File: config.mk
export PLATFORM = sky130hd
export DESIGN_NAME = video_sync_to_pos
export DESIGN_NICKNAME = d
export VERILOG_FILES = /design/src/rtl/video_pattern_checker_pkg.sv /design/src/rtl/video_pattern_checker_sync.sv
export SDC_FILE = /design/constraint.sdc
export NUM_CORES = 1
export LEC_CHECK = 0
export ABC_AREA = 1
export CORE_ASPECT_RATIO = 1.25
export CORE_MARGIN = 8
export CORE_UTILIZATION = 45
export DETAILED_ROUTE_END_ITERATION = 10
export GPL_TIMING_DRIVEN = 0
export PLACE_DENSITY = 0.82
export SYNTH_ARGS = -nofsm -noshare
export SYNTH_HDL_FRONTEND = slang
export SYNTH_SLANG_ARGS = --single-unit
File: constraint.sdc
create_clock -name clk -period 1.6 [get_ports clk]
set_clock_uncertainty 0.15 [all_clocks]
set_input_delay 0.32 -clock clk [delete_from_list [all_inputs] [get_ports clk]]
set_output_delay 0.32 -clock clk [all_outputs]
set_load 0.05 [all_outputs]
File: src/rtl/video_pattern_checker_pkg.sv
// Shared constants for the video pattern checker: pattern IDs, FSM states and
// default 640x480 active geometry.
package video_pattern_checker_pkg;

  localparam logic [3:0] PAT_OFF     = 4'd0;
  localparam logic [3:0] PAT_RED     = 4'd1;
  localparam logic [3:0] PAT_GRN     = 4'd2;
  localparam logic [3:0] PAT_BLU     = 4'd3;
  localparam logic [3:0] PAT_CHECKER = 4'd4;
  localparam logic [3:0] PAT_BARS    = 4'd5;
  localparam logic [3:0] PAT_BORDER  = 4'd6;

  localparam logic [1:0] ST_SEEK  = 2'd0;
  localparam logic [1:0] ST_CHECK = 2'd1;
  localparam logic [1:0] ST_DONE  = 2'd2;

  localparam int DEF_COLS = 640;
  localparam int DEF_ROWS = 480;
  localparam int POS_W    = 10;

endpackage

File: src/rtl/video_pattern_checker_sync.sv
// Sync edge detection and col/row reconstruction for the pattern checker,
// plus line/frame geometry fault flags.
module video_sync_to_pos
  import video_pattern_checker_pkg::*;
#(
  parameter int ACTIVE_COLS = DEF_COLS,
  parameter int ACTIVE_ROWS = DEF_ROWS
) (
  input  logic             clk,
  input  logic             rst,
  input  logic             hsync,
  input  logic             vsync,
  output logic [POS_W-1:0] col,
  output logic [POS_W-1:0] row,
  output logic             v_rise,
  output logic             v_fall,
  output logic             col_bad,
  output logic             row_bad
);

  localparam logic [POS_W-1:0] POS_MAX = '1;

  logic             h_prev;
  logic             v_prev;
  logic             h_rise;
  logic             h_fall;
  logic [POS_W-1:0] col_cnt;
  logic [POS_W-1:0] row_cnt;

  assign h_rise  = hsync & ~h_prev;
  assign h_fall  = ~hsync & h_prev;
  assign v_rise  = vsync & ~v_prev;
  assign v_fall  = ~vsync & v_prev;
  assign col     = h_rise ? '0 : col_cnt;
  assign row     = v_rise ? '0 : row_cnt;
  assign col_bad = h_fall && (col_cnt != POS_W'(ACTIVE_COLS));
  assign row_bad = v_fall && (row_cnt != POS_W'(ACTIVE_ROWS));

  // Previous-sync registers reset high so a release in the middle of a frame
  // never looks like a fresh VSync rise.
  always_ff @(posedge clk or posedge rst) begin
    if (rst) begin
      h_prev  <= 1'b1;
      v_prev  <= 1'b1;
      col_cnt <= '0;
      row_cnt <= '0;
    end else begin
      h_prev <= hsync;
      v_prev <= vsync;
      if (h_rise)
        col_cnt <= POS_W'(1);
      else if (hsync && (col_cnt != POS_MAX))
        col_cnt <= col_cnt + 1'b1;
      if (v_rise)
        row_cnt <= '0;
      else if (h_fall && vsync && (row_cnt != POS_MAX))
        row_cnt <= row_cnt + 1'b1;
    end
  end

endmodule

# After elaboration in Yosys (flattened, before gate mapping)
# Cells that the tools add are included.
[classes] add_sub_neg=2 mux=6 n_bitwise=8 n_reduce_logical=7 n_eq_ne=4
[op_table] cell="two-way mux 10 bit" count=6
[op_table] cell="inequality test 10 bit, second input constant" count=3
[op_table] cell="adder 10 x 1 -> 10 bit, second input constant" count=2
[op_table] cell="inequality test 10 x 9 -> 1 bit, second input constant" count=1
[op_table] cell="logical AND 1 bit" count=5
[op_table] cell="bitwise AND 1 bit" count=4
[op_table] cell="inverter 1 bit" count=4
[op_table] cell="nonzero test 2 bit" count=2
[totals] output_inout_bits=24 ff_bits=22 inputBits=4 wordCells=31

# Longest topological paths before layout
[depth] depth_word=6 depth_mapped=9 depth_no_buf=9

# Worst setup path after synthesis
# No wires, ideal clock.
[synth_path] path_type="reg2out" startpoint="register v_prev" endpoint="output row_bad" stages_incl_launch_ff=4 slack_ns=-1.346 required_ns=1.130 t_arrival_ns=2.476 path_buffers=0 cell_sequence="dfstp_2 inv_1 nor2_1 a21boi_0"
[synth_via] elab_chain_len=2
[synth_lines] item="start, declared" line_no="video_pattern_checker_sync.sv:24" text="logic v_prev;"
[synth_lines] item="start signal, assigned" line_no="video_pattern_checker_sync.sv:49" text="v_prev <= vsync;"
[synth_lines] item="bitwise AND 1 bit" line_no="video_pattern_checker_sync.sv:33" text="assign v_fall = ~vsync & v_prev;"
[synth_lines] item="named net v_fall" line_no="video_pattern_checker_sync.sv:16" text="output logic v_fall,"
[synth_lines] item="logical AND 1 bit" line_no="video_pattern_checker_sync.sv:37" text="assign row_bad = v_fall && (row_cnt != POS_W'(ACTIVE_ROWS));"
[synth_lines] item="end, declared" line_no="video_pattern_checker_sync.sv:18" text="output logic row_bad"
# The timed path passes the listed nets, and every way through them passes these cells.

# Worst setup path after layout
[layout_path] startpoint="register v_prev" endpoint="output row[9]"
[layout_via] elab_chain_len=3
[layout_lines] item="inverter 1 bit" line_no="video_pattern_checker_sync.sv:32" text="assign v_rise = vsync & ~v_prev;"
[layout_lines] item="bitwise AND 1 bit" line_no="video_pattern_checker_sync.sv:32"
[layout_lines] item="two-way mux 10 bit" line_no="video_pattern_checker_sync.sv:35" text="assign row = v_rise ? '0 : row_cnt;"
[layout_lines] item="end, declared" line_no="video_pattern_checker_sync.sv:14" text="output logic [POS_W-1:0] row,"
# No other way between the ends.

==> flow_summary.yaml <==
timing:
  finalSetupViolCount: 23
  slew_headroom_pct: 42.8
  hold_viol_final: 0
  post-route-min-period_ns: 1.91
  tightest_slew_ns: 0.857
  setup_ws_ns: -0.308
  finalCritPeriodShare_pct: 119
  tns_ns: -5.28
  final_max_slew_viol_count: 0
  rsz0062_at_grt: "true"
  timing.fmax_ghz: 0.524
synthesis:
  synth-seq-cells: 22
  synthArstFlopShare_pct: 100
  synthTopCellsByCount: "nand2_1, nor2_1, inv_1"
  synth_top_cell_by_area: "dfrtp_1"
  synth_top_area_share_pct: 31.8
  synth_most_common_cell: "nand2_1"
  synth_edf_count: 0
  seq_area_frac_synth_pct: 35.1
  synth.distinct_cells: 26
  synth_fp_nets: 252
  syn_area_per_cell_sq_um: 6.45
  synth.area.top_cells: "dfrtp_1, nand2_1, nor2_1"
  syn_inst: 244
  synth_warnings: 0
  yosys_most_used_dff: "dfrtp_1"
  netlist_area_sq_um: 1570
placed_design:
  hpwl_um: 3040
  dp_cells: 310
  gp_congestion: 0.951
  place_ws_ns: -1.31
  portBuffers: 27
  dpl_cell_area_sq_um: 2080
drt:
  drtPass1Iterations: 4
  drt.antenna.violating_nets: 0
  routed_wl_um: 5350
  detail_route.iter0.violations: 97
  avgViaCountPerCell: 5.29
  wl_per_cell_um: 15.3
  num_vias: 1852
  drc: 0
critical_path:
  path_class: "reg2out"
  critPathMaxStageDelay_ns: 0.39
  endpoint_kind: "primary output"
  crit_family: "buffers and inverters"
  crit_slowest_cell: "dfstp_2"
  cp.required_ns: 1.13
  crit_arrival_ns: 1.44
  cp-start-kind: "flip-flop"
  crit_chain: "nor2_4 > inv_2 > buf_6 > nand2_4 > clkinvlp_4 > buf_8"
  cp_max_fo: 6
  cp_num_buf_inv: 4
floorplanning:
  ios: 28
  start_util_pct: 46.0
  num_rows: 24
  core_area_sq_um: 3420
  chipHeight_um: 82.1
  die_area_sq_um: 5660
  die_x_um: 68.9
cts:
  htreeDepth: 1
  cts_sinks: 22
  clk-insertion-delay-late_ns: 0.27
  clkTransAtPathRegs_ns: 0.07
  cts_tree: "yes"
  cts_buffers: 3
  cts_max_path_buffers: 2
  holdBufCountCts: 0
  clockRootBuffer: "clkbuf_8"
global_route:
  grt_max_degree: 23
  grt_pass1_wl_um: 7910
  antenna_found_initial: 0
  grt_pass1_vias: 1864
  grt_usage_pct: 18.2
  grt_overflow: 0
min_path:
  hp-class: "in2reg"
run_status:
  status: "finished with violations"
  violations: "setup timing"
final_layout:
  diodes: 0
  post_layout_nonfiller_instances: 350
  layout-drive-gt1-share_pct: 47.6
  finalInstanceArea_sq_um: 2760
  final_nets: 320
  area_growth_pct: 75.4
power_and_ir_drop:
  cellLeakagePower_uw: 0.00122
  power.density_nw_per_um2: 640
  ir_worst_vdd_v: 0.000692
run:
  maxCapViolCount: 0
==> where the power goes <==
| part | switching (uW) | internal, uW |
|---|---|---|
| registers | 43.5 | 596 |
| clock network | 181 | 178 |
| logic | 438 | 331 |
==> kinds of logic (layout without fill, tap and decap cells) <==
kind of cell	count (synthesis)	after routing	synth area share (%)
buf+inv	42	109	11.5
compound gates	23	23	8.82
fa+ha+maj	4	4	3.18
flops	22	22	35.1
simple gates	153	153	41.3
==> state kept, by name, summed over array words and instances, names as in the netlist <==
register and cells:
col_cnt 10, row_cnt 10, h_prev 1, v_prev 1
==> final timing paths <==
path | start | endpoint | slack (ns) | depth (start not counted)
setup / recovery | v_prev | row[9] | -0.31 | 6
hold / removal | vsync | v_prev | 0.14 | 1
setup reg to reg | row_cnt[1] | row_cnt[9] | 0.02 | 8
hold reg to reg | col_cnt[3] | col_cnt[3] | 0.41 | 2
max in group asynchronous | rst | row_cnt[4] | 0.34 | 2
min in group asynchronous | rst | col_cnt[2] | 0.38 | 2
==> layout make-up <==
type | instances | area, sq um
plain buffers | 4 | 62.6
flip-flops and latches | 22 | 556
fillers | 207 | 663
clock buffers | 4 | 45.0
multi-input cells | 180 | 1190
well taps | 39 | 48.8
repair buffers | 64 | 699
inverters | 37 | 155
==> timing repair <==
action	CTS	global route
gates resized for setup	222	38
pin swaps	9	17
gates cloned	2	2
setup buffers	19	17
setup endpoints to repair	34	44
==> layer usage <==
layer / share of wire, % / vias to the layer above / GRT usage, %
met1: 34 / 854 / 17.0
met2: 56 / 81 / 33.9
li1: - / 893 / -
met3: 5.6 / 24 / 2.97
met5: 0 / - / 0
met4: 4.1 / 0 / 13.1
==> cells in the final DEF (no fill, tap or decap), drive strengths merged, types with 4 or more instances in the layout <==
cell type / Yosys / routed
a21oi: 4 / 4
buf: 5 / 63
clkbuf: 0 / 6
dfrtp: 20 / 20
ha: 4 / 4
inv: 37 / 36
nand2: 82 / 82
nand3: 21 / 21
nor2: 43 / 43
o21ai: 17 / 17
==> through the flow <==
stage                     power [uW]  util, %  hold slack (ns)
after global placement          1140     60.7            0.372
final                           1770     80.6            0.143
after detailed placement        1140     60.7            0.374
after global routing            1840     80.6            0.139
after CTS                       1660     72.8            0.130
after floorplan                 1010        -            0.158
Note: power is estimated with default switching activity, not from simulation.
